File: config.mk
export PLATFORM = sky130hd
export DESIGN_NAME = cnn_maxpool_stream
export DESIGN_NICKNAME = d
export VERILOG_FILES = /design/src/rtl/cnn_maxpool_stream.sv
export SDC_FILE = /design/constraint.sdc
export NUM_CORES = 1
export LEC_CHECK = 0
export CORE_MARGIN = 2
export CORE_UTILIZATION = 40
export CTS_CLUSTER_DIAMETER = 60
export DETAILED_ROUTE_END_ITERATION = 7
export GPL_TIMING_DRIVEN = 0
export PLACE_DENSITY = 0.59
export SLEW_MARGIN = 15
export SYNTH_ARGS = -nofsm -noshare
export SYNTH_HDL_FRONTEND = slang
export SYNTH_SLANG_ARGS = --single-unit
File: constraint.sdc
create_clock -name clk -period 4.5 [get_ports clk]
set_clock_uncertainty 0.05 [all_clocks]
set_input_delay 0.675 -clock clk [delete_from_list [all_inputs] [get_ports clk]]
set_output_delay 0.675 -clock clk [all_outputs]
set_load 0.01 [all_outputs]
File: src/rtl/cnn_maxpool_stream.sv
// Streaming 2x2 / stride-2 signed max-pool over a row-major IMG_W x IMG_H feature map.
// A half-width line buffer carries even-row pair maxima to the matching odd-row pair.
module cnn_maxpool_stream #(
    parameter int unsigned DATA_WIDTH = 32,
    parameter int unsigned IMG_W      = 8,
    parameter int unsigned IMG_H      = 8
) (
    input  logic                  clk,
    input  logic                  rst,
    input  logic [DATA_WIDTH-1:0] in_data,
    input  logic                  in_valid,
    output logic                  in_ready,
    output logic [DATA_WIDTH-1:0] out_data,
    output logic                  out_valid,
    input  logic                  out_ready,
    output logic                  out_last
);

    localparam int unsigned COL_W  = $clog2(IMG_W);
    localparam int unsigned ROW_W  = $clog2(IMG_H);
    localparam int unsigned HALF_W = IMG_W / 2;
    localparam int unsigned IDX_W  = (HALF_W > 1) ? $clog2(HALF_W) : 1;

    logic [COL_W-1:0] col_q, col_d;
    logic [ROW_W-1:0] row_q, row_d;

    logic signed [DATA_WIDTH-1:0] in_px;
    logic signed [DATA_WIDTH-1:0] hold_q;
    logic signed [DATA_WIDTH-1:0] pair_max;
    logic signed [DATA_WIDTH-1:0] lb_rd;
    logic signed [DATA_WIDTH-1:0] win_max;
    logic signed [DATA_WIDTH-1:0] linebuf_q [HALF_W];
    logic [IDX_W-1:0]             lb_idx;

    logic                  accept;
    logic                  col_odd;
    logic                  row_odd;
    logic                  col_last;
    logic                  row_last;
    logic                  lb_write;
    logic                  load_out;
    logic                  out_fire;

    logic [DATA_WIDTH-1:0] out_data_q;
    logic                  out_valid_q;
    logic                  out_last_q;

    // A stalled output blocks new input so the result register is never overwritten.
    assign in_ready = !out_valid_q || out_ready;
    assign accept   = in_valid && in_ready;
    assign out_fire = out_valid_q && out_ready;

    assign col_odd  = col_q[0];
    assign row_odd  = row_q[0];
    assign col_last = (col_q == COL_W'(IMG_W - 1));
    assign row_last = (row_q == ROW_W'(IMG_H - 1));

    assign in_px    = $signed(in_data);
    assign lb_idx   = IDX_W'(col_q >> 1);
    assign lb_rd    = linebuf_q[lb_idx];
    assign lb_write = accept && col_odd && !row_odd;
    assign load_out = accept && col_odd && row_odd;

    always_comb begin
        pair_max = (in_px > hold_q) ? in_px : hold_q;
        win_max  = (lb_rd > pair_max) ? lb_rd : pair_max;
    end

    always_comb begin
        col_d = col_q;
        row_d = row_q;
        if (accept) begin
            if (col_last) begin
                col_d = '0;
                row_d = row_last ? '0 : row_q + 1'b1;
            end else begin
                col_d = col_q + 1'b1;
            end
        end
    end

    always_ff @(posedge clk or posedge rst) begin
        if (rst) begin
            col_q <= '0;
            row_q <= '0;
        end else begin
            col_q <= col_d;
            row_q <= row_d;
        end
    end

    always_ff @(posedge clk or posedge rst) begin
        if (rst) begin
            hold_q <= '0;
        end else if (accept && !col_odd) begin
            hold_q <= in_px;
        end
    end

    // Every entry is written on an even row before being read on the next odd row.
    always_ff @(posedge clk) begin
        if (lb_write) begin
            linebuf_q[lb_idx] <= pair_max;
        end
    end

    always_ff @(posedge clk or posedge rst) begin
        if (rst) begin
            out_data_q  <= '0;
            out_valid_q <= 1'b0;
            out_last_q  <= 1'b0;
        end else if (load_out) begin
            out_data_q  <= win_max;
            out_valid_q <= 1'b1;
            out_last_q  <= row_last && col_last;
        end else if (out_fire) begin
            out_valid_q <= 1'b0;
            out_last_q  <= 1'b0;
        end
    end

    assign out_data  = out_data_q;
    assign out_valid = out_valid_q;
    assign out_last  = out_last_q;

    stall_stable_a : assert property (@(posedge clk) disable iff (rst)
        (out_valid && !out_ready) |=> (out_valid && $stable(out_data) && $stable(out_last)));

    no_accept_on_stall_a : assert property (@(posedge clk) disable iff (rst)
        (out_valid && !out_ready) |-> !in_ready);

endmodule

; Word-level counts from Yosys, hierarchy flattened
; Memory sizes are Yosys's and may differ from the RTL's.
; Index checks and enable logic that the tools add are counted.
[word_totals]
reg_bits = 72
ramBits = 128
in_bits = 36
out_inout_bits = 35
wordCells = 35
memories = 1
[op_classes]
add_sub_neg = 2
n_lt_le_gt_ge = 2
n_eq_ne = 2
n_mux = 9
reduce_logical = 13
[mem_list]
columns = name, words, word_bits, rd, rd_clocked_by_memory_dff, wr, line
row1 = linebuf_q, 4, 32, 1, 0, 1, 32  ; logic signed [DATA_WIDTH-1:0] linebuf_q [HALF_W];
[ops]
columns = operator, n
row1 = $gt A32 B32 Y1, 2
row2 = $mux W32, 2
row3 = $logic_and A1 B1 Y1, 7
row4 = $add A3 B1 Y3 const B, 2
row5 = $eq A3 B3 Y1 const B, 2
row6 = $mux W3, 2
row7 = $mux W1, 5
row8 = $logic_not A1 Y1, 3
row9 = $reduce_and A2 Y1, 1
row10 = $reduce_bool A2 Y1, 1
row11 = $logic_or A1 B1 Y1, 1

; Depth between registers and ports, before layout
; Gate-level depths: netlist of the first run.
[logic_depth]
word_depth = 7
depth_mapped = 21
ltp_nobuf = 19

; Worst setup path before layout of the first run
; Ideal clock, no wire load.
[synth_path]
path_type = input port to flip-flop
from = input port in_data[10]
to = register out_data_q[28], in the netlist out_data[28]
setup_ns = 0.137
arrival_ns = 4.585
required_ns = 4.313
slack_ns = -0.272
path_stages = 18
n_path_buf = 2
path_cell_list = ha_1 > nand4_1 > or4_1 > o221ai_1 > a211oi_1 > a211oi_4 > buf_6 > mux2i_1 > ha_1 > nand3_1 > or4_1 > or3_1 > o22ai_1 > a211oi_2 > mux2i_4 > buf_6 > a22oi_1 > o31ai_1
[synth_via]
elab_chain_cells = 4
[synth_rtl]
columns = item, line
row1 = "start, declared", 10  ; input logic [DATA_WIDTH-1:0] in_data,
row2 = $gt A32 B32 Y1, 65  ; pair_max = (in_px > hold_q) ? in_px : hold_q;
row3 = $mux W32 (*), 65
row4 = $gt A32 B32 Y1, 66  ; win_max = (lb_rd > pair_max) ? lb_rd : pair_max;
row5 = $mux W32 (*), 66
row6 = "end signal, assigned", 113  ; out_data_q <= win_max;
row7 = "end, declared", 44  ; logic [DATA_WIDTH-1:0] out_data_q;
; Mark *: on every way between the ends. The rest lies on a longest branch, timed or not.
; A chain may end at the register's enable or synchronous reset.

; Worst setup path after layout of the first run
[layout_path]
from = register hold_q[15]
to = register out_data_q[29], in the netlist out_data[29]
[layout_via]
elab_chain_cells = 4
[layout_rtl]
columns = item, line
row1 = "start, declared", 28  ; logic signed [DATA_WIDTH-1:0] hold_q;
row2 = "start signal, assigned", 96  ; hold_q <= in_px;
row3 = $gt A32 B32 Y1, 65
row4 = $mux W32 (*), 65
row5 = $gt A32 B32 Y1, 66
row6 = $mux W32 (*), 66
; Marked as above.

==> results of run 1 <==
worst min-delay path by stage:
stage / startpoint / depth (start not counted) / end / slack (ps)
2_1_floorplan: row_q[1] / 1 / row_q[1] / 430
3_3_place_gp: out_last / 2 / out_last / 440
3_5_place_dp: out_last / 2 / out_last / 470
4_1_cts: in_data[12] / 3 / hold_q[12] / 470
5_1_grt: in_data[12] / 3 / hold_q[12] / 480
6_report: out_last / 2 / out_last / 470
timing repair:
item | in CTS | in global routing
cloned | 2 | 0
pin swaps | 25 | 15
endpoints found under the setup margin | 32 | 32
buffers inserted | 36 | 6
gates resized for setup | 168 | 30
state kept, by name, summed over array words and instances, names as in the netlist:
name	count
linebuf_q	128
hold_q	32
out_data	32
col_q	3
row_q	3
out_last	1
out_valid	1
synth_stat cells, types with 2 or more instances:
library cell / instances
buf_2: 2
nor2_1: 9
nand2_1: 61
a211oi_1: 2
buf_1: 2
ha_1: 68
o31ai_1: 32
nand3_1: 11
edfxtp_1: 128
a21oi_1: 23
a221o_1: 2
buf_4: 2
buf_6: 7
nor2b_1: 31
mux2_2: 3
and4_1: 3
a221oi_1: 2
nor4_1: 3
inv_1: 71
nand4_1: 11
nor3_1: 3
mux2i_1: 32
dfrtp_1: 72
mux4_2: 32
o21ai_0: 40
a22oi_1: 32
or4_1: 2
a21o_1: 5
nand2b_1: 3
o221ai_1: 2
clkbuf_1: 20
routing by layer:
metal | vias to the layer above | GRT usage [%]
met3 | 30 | 3.25
met1 | 3425 | 25.9
met5 | - | 0
met2 | 169 | 35.8
met4 | 0 | 6.31
li1 | 3028 | -
stage by stage:
stage	std cells	area [µm²]	setup TNS, ps	util [%]	setup WS [ps]
floorplan	730	9940	-5390	-	-176
global route	1208	13000	-20340	53.9	-679
detailed placement	1132	11200	-59740	46.4	-1890
global placement	1124	11000	-172260	45.8	-2490
finish	1208	13000	-15230	53.9	-505
CTS	1202	12800	-14700	53.3	-488
cell type report:
class | count | area, µm²
Buffer | 33 | 258
Clock buffer | 19 | 433
Clock inverter | 13 | 191
Fill cell | 2017 | 11100
Inverter | 71 | 269
Multi-Input combinational cell | 426 | 4580
Sequential cell | 200 | 5650
Tap cell | 324 | 405
Timing Repair Buffer | 122 | 1210
tightest hold or removal path: cells and delay by family, from the launching register on:
| kind | cells | cell delay [ps] |
|---|---|---|
| AO/OA/AOI/OAI | 1 | 70 |
| flip-flops | 1 | 350 |
| AND/OR/NAND/NOR | 1 | 60 |
kinds of logic after synthesis:
logic type	synth area share, %
adder cells (fa/ha/maj)	8.74
buffers and inverters	4.65
AO/OA/AOI/OAI	9.99
AND/OR/NAND/NOR	7.34
flip-flops	58.0
multiplexers	11.3
power groups by stage:
stage / registers [mW] / logic (mW) / clock network [mW]
5_1_grt: 2.93 / 6.18 / 1.72
3_5_place_dp: 2.86 / 4.19 / 0
3_3_place_gp: 2.85 / 4.05 / 0
4_1_cts: 2.88 / 5.57 / 1.66
6_report: 2.88 / 5.75 / 1.64
2_1_floorplan: 2.84 / 2.77 / 0
==> out/qor.yml, run 1 <==
sta:
  fin_crit_ps: 5000
  worst_pin_slew_ps: 977
  holdWs_ps: 469
  grt_setup_unrepaired: "true"
  fmax_mhz: 200
  slew_headroom_pct: 34.7
  setup_viol: 32
  period_share_pct: 111
  finalHoldViolCount: 0
  fin_ws_ps: -505
  slew_violations: 0
global_routing:
  overflow: 0
  grt_max_degree: 45
  grt_usage_pct: 20.3
  antenna_found_initial: 0
  grt_pass1_vias: 7050
  grt_pass1_wl_mm: 39.6
placement:
  numPortBuffers: 70
  routabilityCongestion: 0.800
  dpl.hpwl_mm: 17.8
final_layout:
  nNetsFinal: 975
  area.growth.synth_to_final_pct: 33.5
  final_layout_size_suffix_gt1_share_pct: 29.6
  final_common_cell: "edfxtp_1"
  final_cell_mix: "edfxtp_1, dfrtp_1, inv_1"
  n_antenna_cell: 0
route:
  vias_per_cell: 5.51
  drt_pass1_iterations: 5
  highest_layer: "met4"
  wl_met1_mm: 11.0
  drt_iter0_drc: 495
  met3WireLength_mm: 1.09
  route.detailed.drc: 0
  post_drt_wl_per_cell_um: 21.2
  antenna_left: 0
  routed_wl_mm: 25.6
  met2_length_mm: 13.0
  num_vias: 6652
critical_path:
  cp_max_fo: 4
  crit_required_ps: 4770
  end_kind: "register"
  r2r_start: "hold_q[15]"
  critPathSlowestCell: "or4_4"
  critPathLaunchType: "register"
  rr_endpoint: "out_data[29]"
  cpMostUsedCell: "buf_6"
  critPathBufInv: 6
  worstPathCellList: "inv_2 > ha_4 > nand4_1 > buf_6 > or4_4 > o221ai_4 > a211oi_2 > a211oi_4 > buf_6 > buf_16 > mux2i_4 > ha_4 > nand4_1 > or4_4 > or3_4 > o22ai_2 > a211oi_2 > mux2i_4 > buf_6 > buf_4 > o31ai_1"
  crit_type: "reg2reg"
  cp_slowest_stage_delay_ps: 550
  crit_arrival_ps: 5280
  startpoint: "hold_q[15]"
  critical_path.top_delay_family: "simple AND/OR/NAND/NOR gates"
  crit_cells: 21
  reg2reg_slack_ps: -500
  worstSetupEndpoint: "out_data[29]"
  r2r_cells: 21
clock_tree:
  cts_hold_buf: 0
  h-tree-depth: 4
  numCtsBuffers: 17
  clock-sinks: 200
  cts_tree: "built"
  clock-root-buffer: "clkbuf_16"
  clkTransAtPathRegs_ps: 70
  clk_path_buf_depth: 2
  clk_latency_ps: 430
flow_run:
  max-cap-violations: 0
logic_synthesis:
  ys_warn_count: 0
  synthFlopType: "edfxtp_1"
  synth_seq_cells: 200
  synth.distinct_cells: 45
  synth_edf_count: 128
  syn_nets: 834
  async_flop_share_pct: 36.0
  ys_seq_area_share_pct: 58.0
  synth_area_leaders: "edfxtp_1, dfrtp_1, ha_1"
  synth_largest_area_cell: "edfxtp_1"
  synth_area_um2: 9730
  avgSynthCellArea_um2: 13.3
  yosys.area.top_type_share_pct: 39.5
  synth_cells: 730
power:
  p_int_mw: 6.28
  comb_power_share_pct: 55.9
  p_clk_share_pct: 16.0
  leakage_nw: 4.92
  p_seq_share_pct: 28.1
  p_total_mw: 10.3
  powerDensity_nw_per_um2: 791
  switchingPower_mw: 3.99
  peakVddDrop_v: 0.000357
  p_sw_share_pct: 38.9
floorplan:
  die_y_um: 160
  design.core.area_um2: 24100
  ioPinCount: 71
  row_count: 57
  initial_utilization_pct: 40.4
  fp.dieArea_um2: 25600
  die_w_um: 160
status:
  violations: "setup timing"
  outcome: "finished, violations left"
min_path:
  hold_path.class: "reg2reg"
No activity file was read; power rests on OpenSTA's default activity.
==> run 2: changes to the inputs <==
--- a/config.mk
+++ b/config.mk
@@ -5,6 +5,7 @@
 export SDC_FILE = /design/constraint.sdc
 export NUM_CORES = 1
 export LEC_CHECK = 0
+export CAP_MARGIN = 20
 export CORE_MARGIN = 2
 export CORE_UTILIZATION = 40
 export CTS_CLUSTER_DIAMETER = 60
==> run 2 against run 1 <==
Net effect: the run still ends with setup timing left; register-to-register slack improved by 20 ps; count of clock-buffer cells in the layout is 2 higher; flip-flop and latch count unchanged; clock power down 5%; core utilization up 0.28 points; first-iteration DRC count shrank 13%; cell area rose by 0.52%; worst hold slack is essentially flat; critical path depth unchanged; largest power group unchanged; critical endpoint is now out_data[30].
==> out/qor.yml, run 2 (synthesis gave the netlist of run 1 again) <==
critical_path:
  worstPathCellList: "dlygate4sd2_1 > ha_4 > nand2_1 > or4_4 > o221ai_4 > a211oi_2 > a211oi_4 > buf_6 > buf_12 > mux2i_4 > ha_4 > nand3_2 > or4_4 > or3_4 > o22ai_2 > a211oi_2 > mux2i_4 > buf_8 > buf_12 > a22oi_1 > o31ai_1"
  crit_required_ps: 4730
  cp_slowest_stage_delay_ps: 540
  critPathLaunchType: "input port"
  critPathSlowestCell: "or4_4"
  r2r_cells: 22
  end_kind: "register"
  cp_max_fo: 10
  crit_arrival_ps: 5230
  crit_type: "in2reg"
status:
  violations: "setup timing"
  outcome: "finished, violations left"
final_layout:
  nNetsFinal: 979
  fillers: 2009
  final_layout_size_suffix_gt1_share_pct: 30.6
  n_antenna_cell: 0
  final_common_cell: "edfxtp_1"
  area.growth.synth_to_final_pct: 34.2
  max_flop_register: "linebuf_q"
  final_cell_mix: "edfxtp_1, dfrtp_1, inv_1"
  largest_reg_flops: 128
  final_util_pct: 54.2
clock_tree:
  clkTransAtPathRegs_ps: 70
  clock-root-buffer: "clkbuf_16"
  cts_tree: "built"
  numCtsBuffers: 17
  cts_hold_buf: 0
  h-tree-depth: 4
  clk_latency_ps: 430
  clock-sinks: 200
  clk_path_buf_depth: 2
sta:
  slew_violations: 0
  finalSetupTns_ps: -14220
  grt_setup_unrepaired: "true"
  worst_pin_slew_ps: 957
  holdWs_ps: 470
  fin_crit_ps: 4990
  fmax_mhz: 200
  period_share_pct: 111
  slew_headroom_pct: 36.0
  setup_viol: 32
  finalHoldViolCount: 0
  fin_ws_ps: -493
min_path:
  hold_path.class: "reg2reg"
  whs_path_depth: 2
power:
  p_sw_share_pct: 38.7
  powerDensity_nw_per_um2: 806
  peakVddDrop_v: 0.000393
  comb_power_share_pct: 57.7
  p_int_mw: 6.45
  leakage_nw: 4.94
  p_seq_share_pct: 27.4
  p_clk_share_pct: 14.8
  switchingPower_mw: 4.07
route:
  routed_wl_mm: 25.8
  route.detailed.drc: 0
  num_vias: 6670
  antenna_left: 0
  drt_pass1_iterations: 5
  drt_iter0_drc: 432
  vias_per_cell: 5.50
  post_drt_wl_per_cell_um: 21.3
placement:
  numPortBuffers: 70
  pre_cts_ws_ps: -1940
  routabilityCongestion: 0.800
  dpl.hpwl_mm: 17.8
floorplan:
  ioPinCount: 71
  initial_utilization_pct: 40.4
  die_y_um: 160
  fp.dieArea_um2: 25600
  die_w_um: 160
  design.core.area_um2: 24100
  row_count: 57
global_routing:
  antenna_found_initial: 1
  grt_usage_pct: 20.6
  grt_max_degree: 45
  grt_pass1_vias: 7065
  overflow: 0
  grt_pass1_wl_mm: 39.9
flow_run:
  max-cap-violations: 0
run 2: cell types whose count changed in the layout (fill, tap and decap cells not counted), sizes merged, moves of 2 or more:
cell           before  now
clkinvlp            1    3
clkdlybuf4s50      46   44
clkbuf             40   43
buf                68   73
inv                76   72
dlymetal6s2s        2    4
run 2: final cells by class:
cell class,count,area (µm²),area share (%)
clock buffers,21,450,3.45
well taps,324,405,3.10
multi-input cells,426,4610,35.3
repair buffers,126,1270,9.75
plain buffers,33,260,1.99
flip-flops and latches,200,5650,43.2
inverters,71,269,2.06
clock inverters,11,148,1.13
run 2: repair_timing:
item,4_1_cts,5_1_grt
hold endpoints to repair,0,0
setup endpoints to repair,32,32
gates resized for setup,165,49
pin swaps,26,20
setup buffers,38,5
gates cloned,3,2
run 2: layer usage:
| metal | up-vias | global-route usage [%] | part of all wire, % |
|---|---|---|---|
| met1 | 3457 | 26.6 | 43 |
| met2 | 148 | 35.9 | 51 |
| li1 | 3037 | - | - |
| met3 | 26 | 3.84 | 4.0 |
| met4 | 2 | 5.16 | 1.6 |
| met5 | - | 0 | 0.050 |
run 2: final timing paths:
kind                            start      endpoint  slack, ps
max                        in_data[6]  out_data[30]       -490
min                          out_last      out_last        470
max reg2reg                hold_q[14]  out_data[30]       -480
min reg2reg                  out_last      out_last        470
max in group asynchronous         rst  out_data[13]       3250
min in group asynchronous         rst      row_q[2]        560
run 2: stage by stage:
step                area, µm²  power, mW  std cells
CTS                     12800       10.1       1205
detailed placement      11200       7.07       1132
floorplan                9940       5.61        730
global route            13100       11.1       1212
finish                  13100       10.5       1212
global placement        11000       6.90       1124
run 2: worst max-delay path, delay by kind of cell:
kind | cells | cell delay, ps
and+or+nand+nor | 5 | 1620
AOI/OAI and AO/OA | 7 | 1040
buffers and inverters | 5 | 960
muxes | 2 | 480
adders and majority gates | 2 | 450
run 2: power by group through the flow:
stage | Combinational (mW) | Sequential (mW) | Clock (mW)
floorplan | 2.77 | 2.84 | 0
global placement | 4.05 | 2.85 | 0
detailed placement | 4.20 | 2.86 | 0
CTS | 5.59 | 2.88 | 1.59
global route | 6.53 | 2.93 | 1.65
finish | 6.07 | 2.89 | 1.56
==> run 3: changes to the inputs <==
--- a/config.mk
+++ b/config.mk
@@ -10,8 +10,8 @@
 export CORE_UTILIZATION = 40
 export CTS_CLUSTER_DIAMETER = 60
 export DETAILED_ROUTE_END_ITERATION = 7
-export GPL_TIMING_DRIVEN = 0
 export PLACE_DENSITY = 0.59
+export SKIP_LAST_GASP = 1
 export SLEW_MARGIN = 15
 export SYNTH_ARGS = -nofsm -noshare
 export SYNTH_HDL_FRONTEND = slang
==> run 3 against run 2 <==
Net effect: the run still ends with setup timing left; cell count increased by 6.6%; fmax decreased by 1.8%; clock power decreased by 10%; via count increased by 4.2%; cell area increased by 4.6%; critical path depth unchanged; largest cell class unchanged; largest power group unchanged.
==> out/qor.yml, run 3 (synthesis gave the netlist of run 1 again) <==
route:
  num_vias: 6951
  post_drt_wl_per_cell_um: 20.3
  route.detailed.drc: 0
  drt_iter0_drc: 381
  vias_per_cell: 5.38
  antenna_left: 0
  drt_pass1_iterations: 5
  routed_wl_mm: 26.2
placement:
  numPortBuffers: 70
  dpl.hpwl_mm: 16.8
  routabilityCongestion: 0.836
  pre_cts_ws_ps: -1370
  place_area_um2: 11900
global_routing:
  grt_use_met3_pct: 3.01
  overflow: 0
  grt.busiest_layer: "met2"
  met1_usage_pct: 27.4
  antenna_found_initial: 0
  grt_pass1_wl_mm: 40.9
  grt_pass1_vias: 7345
  grt_usage_pct: 20.8
  grt_max_degree: 46
  met2_usage_pct: 35.4
final_layout:
  seq_area_um2: 5650
  fillers: 1912
  nNetsFinal: 1059
  area.growth.synth_to_final_pct: 40.4
  fin_area_um2: 13700
  final_cell_mix: "buf_4, edfxtp_1, dfrtp_1"
  largest_reg_flops: 128
  final_layout_size_suffix_gt1_share_pct: 36.4
  n_antenna_cell: 0
  multi_input_area_um2: 4510
  final_common_cell: "buf_4"
  max_flop_register: "linebuf_q"
min_path:
  hold_path.class: "in2async"
sta:
  slew_violations: 0
  slew_headroom_pct: 51.2
  fmax_mhz: 197
  fin_crit_ps: 5080
  setup_viol: 32
  grt_setup_unrepaired: "true"
  period_share_pct: 113
  fin_ws_ps: -584
  finalHoldViolCount: 0
  worst_pin_slew_ps: 733
clock_tree:
  numCtsBuffers: 17
  cts_tree: "built"
  clk_latency_ps: 440
  clock-root-buffer: "clkbuf_16"
  clock-sinks: 200
  cts_hold_buf: 0
  clkTransAtPathRegs_ps: 70
  clk_path_buf_depth: 2
  h-tree-depth: 4
floorplan:
  die_w_um: 160
  design.core.area_um2: 24100
  initial_utilization_pct: 40.4
  ioPinCount: 71
  die_y_um: 160
  fp.dieArea_um2: 25600
  row_count: 57
power:
  leakage_nw: 5.42
  powerDensity_nw_per_um2: 841
  peakVddDrop_v: 0.000493
critical_path:
  cpMostUsedCell: "a211oi_4"
  critPathLaunchType: "input port"
  cp_max_fo: 8
  crit_arrival_ps: 5340
  critical_path.top_delay_family: "simple AND/OR/NAND/NOR gates"
  worstPathCellList: "dlygate4sd2_1 > ha_1 > nand4_1 > nor4_2 > and4_4 > a211oi_4 > a211oi_4 > buf_6 > buf_12 > mux2i_4 > ha_4 > nand3_2 > or4_4 > or3_4 > o22ai_4 > a211oi_4 > mux2i_4 > buf_12 > clkbuf_16 > a22oi_2 > o31ai_4"
  crit_required_ps: 4750
  critPathSlowestCell: "or4_4"
  cp_slowest_stage_delay_ps: 550
  crit_type: "in2reg"
  end_kind: "register"
  critPathBufInv: 5
flow_run:
  max-cap-violations: 0
status:
  violations: "setup timing"
  outcome: "finished, violations left"
[run 3: power by group]
part	internal, mW	switching, mW
Clock	0.711	0.687
Combinational	3.77	3.46
Sequential	2.59	0.270
[run 3: repair_timing]
item / CTS / global route
pin swaps: 33 / 20
cloned: 9 / 3
resized for setup: 118 / 42
setup endpoints to repair: 32 / 32
setup buffers: 23 / 6
[run 3: cell type report]
class	count	share of cell area [%]
timing repair buffer	239	17.0
sequential	200	41.3
tap	324	2.97
multi-input combinational	426	33.0
clock buffer	22	3.25
clock inverter	10	0.549
inverter	71	1.95
[run 3: layer usage]
| metal | up-vias | routed length [µm] |
|---|---|---|
| li1 | 3206 | - |
| met1 | 3551 | 11600 |
| met2 | 151 | 13100 |
| met3 | 43 | 930 |
| met4 | 0 | 565 |
| met5 | - | 0 |
[run 3: worst register-to-register path: cells and delay by family (launching register included)]
| kind | cells | cell delay (ps) |
|---|---|---|
| and+or+nand+nor | 5 | 1780 |
| AOI/OAI and AO/OA | 7 | 1060 |
| buffers and inverters | 5 | 740 |
| muxes | 2 | 500 |
| adders and majority gates | 2 | 450 |
| DFF | 1 | 360 |
[run 3: path summary, 6_finish.rpt]
path	start	to	slack, ps	depth (start not counted)
max	in_data[31]	out_data[28]	-580	21
min	rst	out_data[29]	420	2
max reg2reg	hold_q[15]	out_data[28]	-580	21
min reg2reg	out_last	out_last	460	2
max in group asynchronous	rst	hold_q[19]	3160	3
min in group clk	out_last	out_last	460	2
[run 3: stage by stage]
step                power, mW  setup TNS, ps  util [%]  instances  hold slack, ps
finish                   11.5         -17450      56.7       1292             424
global route             12.1         -22350      56.7       1292             434
CTS                      10.9         -18720      55.3       1284             422
detailed placement       7.55         -42200      49.6       1220             443
global placement         7.41         -39480      49.6       1220             443
floorplan                5.61          -5390         -        730             433
